===== src/rtl/testbench_quiesce_monitor_outstanding_counter.sv =====
// outstanding_counter: up/down count of in-flight transactions with overflow/underflow flags.
module outstanding_counter #(
  parameter int CNT_W = 8
) (
  input  logic             clock,
  input  logic             reset,
  input  logic             inc,
  input  logic             dec,
  input  logic             enable,
  output logic [CNT_W-1:0] count,
  output logic             overflow_err,
  output logic             underflow_err
);
  logic [CNT_W-1:0] count_q, count_d;
  always_comb begin
    overflow_err  = enable && inc && !dec && (count_q == '1);
    underflow_err = enable && dec && !inc && (count_q == '0);
    count_d = count_q;
    if (enable && !overflow_err && !underflow_err && (inc != dec))
      count_d = inc ? count_q + 1'b1 : count_q - 1'b1;
  end
  always_ff @(posedge clock) begin
    if (reset) count_q <= '0;
    else       count_q <= count_d;
  end
  assign count = count_q;
endmodule


===== config.mk =====
export PLATFORM = sky130hd
export DESIGN_NAME = outstanding_counter
export DESIGN_NICKNAME = d
export VERILOG_FILES = /design/src/rtl/testbench_quiesce_monitor_outstanding_counter.sv
export SDC_FILE = /design/constraint.sdc
export NUM_CORES = 1
export LEC_CHECK = 0
export ABC_AREA = 1
export BUFFER_PORTS_ARGS = -buffer_cell sky130_fd_sc_hd__buf_2
export CAP_MARGIN = 20
export CORE_UTILIZATION = 25
export CTS_CLUSTER_DIAMETER = 100
export DETAILED_ROUTE_END_ITERATION = 6
export PLACE_DENSITY = 0.4
export SYNTH_ARGS = -nofsm -noshare
export SYNTH_HDL_FRONTEND = slang
export SYNTH_SLANG_ARGS = --single-unit

===== constraint.sdc =====
create_clock -name clock -period 2.45 [get_ports clock]
set_input_delay 0.49 -clock clock [delete_from_list [all_inputs] [get_ports clock]]
set_output_delay 0.49 -clock clock [all_outputs]
set_load 0.005 [all_outputs]

==> reports/metrics.csv, run 1 <==
metric,value,unit
outcome,"finished, final reports clean",
synthTopCellsByArea,"nand2_1, dfxtp_1, inv_1",
area.sequential,160,um2
crit_arrival,2010,ps
post_cts_resized,0,
p_total,0.435,mW
setup_ws,587,ps
drtIter0Drc,42,
start_util,0.262,
rsz0062_at_grt,false,
die_w,58.6,um
clockBufferDepth,2,
io_buffers,14,
first_pass_iters,5,
finalHoldViolations,0,
yosysUniqueCellTypes,21,
max-slew-margin-rel,0.751,
core.rowCount,20,
path_common_cell,nand2_1,
yosys_warnings,0,
cts-root-buf,clkbuf_4,
ys_seq_elements,8,
core,3050,um2
syn_inst,136,
grt_max_degree,13,
worstMarginPinSlew,374,ps
cap_violations,0,
endpoint_kind,flop,
first_global_vias,771,
synth_common_cells,"nand2_1, inv_1, nor2_1, dfxtp_1",
cts_buffers,3,
dp_hpwl,1540,um
synth_ff_type,dfxtp_1,
clk_latency,250,ps
die_h,58.6,um
critPathMaxStageDelay,330,ps
antenna_cells,0,
slew_viol_final,0,
cts_htree_levels,1,
die-area,3430,um2
fin_crit,1860,ps
criticalPathCategory,input port to flop,
largest_register_ffs,8,
cp.required,2600,ps
wirelength,1890,um
synth_area_leader_cell,nand2_1,
fin_nets,166,
filler_cell_count,365,
drcViolationCount,0,
synth_area_per_cell,5.89,um2
powerDensity,464,nW/um2
finalCoreUtilization,0.307,
routed_via_density,4.18,
cts_hold_buf,0,
syn_nets,148,
postCtsSetupRepairBufs,0,
globalplace.congestion,0.708,
fin_crit_sh,0.760,
skew,3.74,ps
ant_nets,0,
io_pins,15,
cp_slowest_cell,ha_1,
syn2layout_area_growth,17.0,%
yosysTopAreaCellShare,0.234,
fmax,0.537,GHz
synthArstFlopShare,0,
grtUsageTotal,0.131,
synth_edf_count,0,
setup_viol,0,
drive_above_1_share,0.184,
overflow,0,
wl_per_cell,9.66,um
synth.most_common_cell,nand2_1,
dp_worst_setup_slack,298,ps
irDropWorstVdd,155,uV
clk_pin_slew_worst_paths,50,ps
hold_class,input port to flop,
multiInputGateArea,539,um2
worstPathCellList,buf_2 > inv_1 > ha_1 > or2_2 > nand3b_1 > nand2_1 > nand2_1 > nand2_1 > nor2_1 > nor2_1,
clock_sinks,8,
synth.yosys.seq_area_share,0.200,
crit_fanout,9,
antenna_found_initial,0,
start_kind,input port,
cts_tree,done,
syn_area,801,um2
cellLeakagePower,0.546,nW
fin_setup_tns,0,ps
grt_pass1_wl,3390,um
num_vias,819,
## worst max-delay path, delay by kind of cell
family                   cells  cell delay (ps)
AND/OR/NAND/NOR              7              760
buffers and inverters        2              410
adder cells (fa/ha/maj)      1              330
## per-stage QoR
step                      area, um2  hold slack (ps)  instances
after floorplan                 801              517        136
after global placement          915              545        193
after detailed placement        915              547        193
after CTS                       937              412        196
after global routing            937              424        196
final                           937              422        196
## routing by layer
metal,global-route usage,vias up,wire [um]
met5,0,-,0
met4,0.0204,0,11
met3,0.0352,2,77
met2,0.205,17,817
met1,0.184,351,987
li1,-,449,-
## final timing paths
kind	from	to	slack [ps]	cells after the start
min reg2reg	count[1]$_SDFFE_PP0P_	count[1]$_SDFFE_PP0P_	550	2
min	reset	count[0]$_SDFFE_PP0P_	420	2
max	inc	count[5]$_SDFFE_PP0P_	590	10
max reg2reg	count[2]$_SDFFE_PP0P_	count[5]$_SDFFE_PP0P_	880	8
## final cells by class
type	instances	area share
multi-input combinational	103	0.575
sequential	8	0.171
inverter	24	0.0961
timing repair buffer	14	0.0748
tap	44	0.0587
clock buffer	3	0.0240
## kinds of logic (layout without fill, tap and decap cells)
logic type / after synthesis / after routing / share of synthesized area
AO/OA/AOI/OAI: 5 / 5 / 0.0500
AND/OR/NAND/NOR: 90 / 90 / 0.494
adder cells (fa/ha/maj): 7 / 7 / 0.119
buffers and inverters: 25 / 41 / 0.127
XOR/XNOR: 1 / 1 / 0.0109
flip-flops: 8 / 8 / 0.200
## power by group
group          internal, mW  switching [mW]
combinational        0.0725           0.102
sequential            0.143          0.0184
clock                0.0560          0.0435
## layout by cell type, fill, tap and decap left out
master / instances
a21oi_1: 3
a21oi_2: 1
a21oi_4: 1
and2b_4: 1
buf_2: 14
clkbuf_4: 3
dfxtp_1: 8
fa_1: 1
ha_1: 6
inv_1: 23
inv_2: 1
nand2_1: 50
nand2_2: 2
nand3_1: 6
nand3_2: 2
nand3b_1: 2
nand4_1: 4
nor2_1: 19
nor2_2: 1
nor3_1: 1
or2_2: 2
xnor2_1: 1
Note: power is estimated with default switching activity, not from simulation.
==> inputs of run 2 (changes only) <==
--- a/config.mk
+++ b/config.mk
@@ -5,13 +5,13 @@
 export SDC_FILE = /design/constraint.sdc
 export NUM_CORES = 1
 export LEC_CHECK = 0
-export ABC_AREA = 1
+export ABC_AREA = 0
 export BUFFER_PORTS_ARGS = -buffer_cell sky130_fd_sc_hd__buf_2
 export CAP_MARGIN = 20
 export CORE_UTILIZATION = 25
 export CTS_CLUSTER_DIAMETER = 100
 export DETAILED_ROUTE_END_ITERATION = 6
-export PLACE_DENSITY = 0.4
+export PLACE_DENSITY = 0.41
 export SYNTH_ARGS = -nofsm -noshare
 export SYNTH_HDL_FRONTEND = slang
 export SYNTH_SLANG_ARGS = --single-unit
==> constraint.sdc (replaced) <==
create_clock -name clock -period 1.8 [get_ports clock]
set_input_delay 0.36 -clock clock [delete_from_list [all_inputs] [get_ports clock]]
set_output_delay 0.36 -clock clock [all_outputs]
set_load 0.005 [all_outputs]
==> run 2 against run 1 <==
Effect of this change: final area rose by 26%; routed wire length up 27%; synthesized cell count shrank 35%; die area decreased by 6.9%; total power is 72% higher; largest cell class unchanged; clock-buffer cell count unchanged; clock skew down 1.8 ps; area after synthesis fell by 7.2%; sequential share of layout area down 3.0 points.
==> reports/metrics.csv, run 2 <==
metric,value,unit
synth_common_cells,"dfxtp_1, a21oi_1, ha_1, nand3_1, nor3_1",
worstMarginPinSlew,482,ps
start_util,0.267,
synth_area_leader_cell,dfxtp_1,
synth_area_per_cell,8.45,um2
wirelength,2410,um
rrSetupSlack,80,ps
crit_fanout,7,
synth_ff_type,dfxtp_1,
first_pass_iters,3,
synthTopCellsByArea,"dfxtp_1, ha_1, a21oi_1",
dp_hpwl,1820,um
grt_max_degree,12,
powerDensity,634,nW/um2
cts-root-buf,clkbuf_4,
globalplace.congestion,0.822,
worstHoldStart,reset,
p_total,0.747,mW
yosys_warnings,0,
cts_buffers,3,
r2r-end,count[5]$_SDFFE_PP0P_,
drcViolationCount,0,
r2r_cells,6,
crit_family,simple AND/OR/NAND/NOR gates,
crit_arrival,1970,ps
yosysUniqueCellTypes,35,
setup_viol,0,
worstPathCellList,buf_2 > clkinvlp_4 > buf_12 > ha_4 > a211oi_2 > or4b_1 > a32o_2 > a21oi_2,
max-slew-margin-rel,0.679,
synth_edf_count,0,
cellLeakagePower,0.503,nW
io_pins,15,
num_vias,871,
routed_via_density,5.48,
core.rowCount,19,
rsz0062_at_grt,true,
fin_nets,142,
fin_crit,1780,ps
fin_setup_tns,0,ps
min_to,count[5]$_SDFFE_PP0P_,
path_buf_inv,3,
cp_slowest_cell,or4b_1,
synth.yosys.seq_area_share,0.215,
yosysTopAreaCellShare,0.215,
cts_htree_levels,1,
overflow,0,
cap_violations,0,
drive_above_1_share,0.523,
fin_crit_sh,0.988,
cts_hold_buf,0,
start_kind,input port,
grtUsageTotal,0.160,
fmax,0.562,GHz
clk_pin_slew_worst_paths,60,ps
largest_register_ffs,8,
grt_pass1_wl,3950,um
synth.most_common_cell,dfxtp_1,
first_global_vias,862,
clock_sinks,8,
cts_tree,done,
critPathMaxStageDelay,500,ps
layout_common_cells,"buf_4, buf_2, nor3_1, nand3_1",
core,2780,um2
antenna_cells,0,
slew_viol_final,0,
clockBufferDepth,2,
die_h,56.5,um
io_buffers,14,
die-area,3200,um2
wl_per_cell,15.1,um
synthArstFlopShare,0,
skew,1.89,ps
die_w,56.5,um
final_common_cell,buf_4,
r2r_start,count[3]$_SDFFE_PP0P_,
syn2layout_area_growth,58.4,%
criticalPathCategory,input port to flop,
ys_seq_elements,8,
antenna_found_initial,0,
hold_class,input port to flop,
cp.required,1990,ps
filler_cell_count,284,
syn_nets,100,
syn_inst,88,
clk_latency,250,ps
endpoint_kind,flop,
ant_nets,0,
finalHoldViolations,0,
outcome,"finished, final reports clean",
drtIter0Drc,22,
irDropWorstVdd,502,uV
hold_path_depth,2,
syn_area,743,um2
## run 2: worst max path at each step
stage / end / slack [ps] / startpoint / depth (start not counted)
6_report: count[6]$_SDFFE_PP0P_ / 20 / inc / 8
3_5_place_dp: count[5]$_SDFFE_PP0P_ / -310 / inc / 7
4_1_cts: count[7]$_SDFFE_PP0P_ / 9 / inc / 9
2_1_floorplan: count[5]$_SDFFE_PP0P_ / -80 / inc / 6
3_3_place_gp: count[7]$_SDFFE_PP0P_ / -280 / inc / 7
5_1_grt: count[6]$_SDFFE_PP0P_ / -30 / inc / 8
## run 2: power by group
group	internal [mW]	switching [mW]
combinational	0.209	0.181
clock	0.0768	0.0683
sequential	0.195	0.0166
## run 2: stage by stage
step                      hold slack (ps)  std cells   util  area (um2)  setup WS (ps)
after global placement                607        154  0.364        1010           -281
final                                 433        159  0.423        1180           21.9
after global routing                  430        159  0.423        1180          -25.7
after floorplan                       500         88      -         748          -79.6
after CTS                             415        158  0.406        1130           9.11
after detailed placement              612        154  0.364        1010           -309
## run 2: per-layer routing
layer / vias up / wire [um] / track usage
met2: 14 / 1140 / 0.274
met3: 2 / 74 / 0.0346
met5: - / 0 / 0
met1: 416 / 1180 / 0.204
li1: 439 / - / -
met4: 0 / 11 / 0.0383
## run 2: what timing repair did
| item | in CTS | in global routing |
|---|---|---|
| pin swaps | 1 | 5 |
| resized for setup | 10 | 14 |
| buffers inserted | 1 | 1 |
| setup endpoints to repair | 4 | 6 |
| cloned | 0 | 0 |
## run 2: final cells by class
cell class,count,area [um2],share of cell area
clock buffers,3,22.5,0.0191
well taps,31,38.8,0.0329
repair buffers,40,282,0.239
flip-flops and latches,8,166,0.141
inverters,2,11.3,0.00956
multi-input cells,75,657,0.558
## run 2: worst register-to-register path, cell delays in order (launching register included)
cell and delay [ps]:
dfxtp_2 320, buf_4 130, ha_4 280, o21ai_2 70, or4b_1 460, a32o_1 270, a21oi_2 120
## run 2: cell families after synthesis
kind of cell	count (synthesis)	share of synthesized area
AND/OR/NAND/NOR	34	0.274
AO/OA/AOI/OAI	33	0.327
flip-flops	8	0.215
adder cells (fa/ha/maj)	7	0.128
buffers and inverters	5	0.0438
XOR/XNOR	1	0.0118
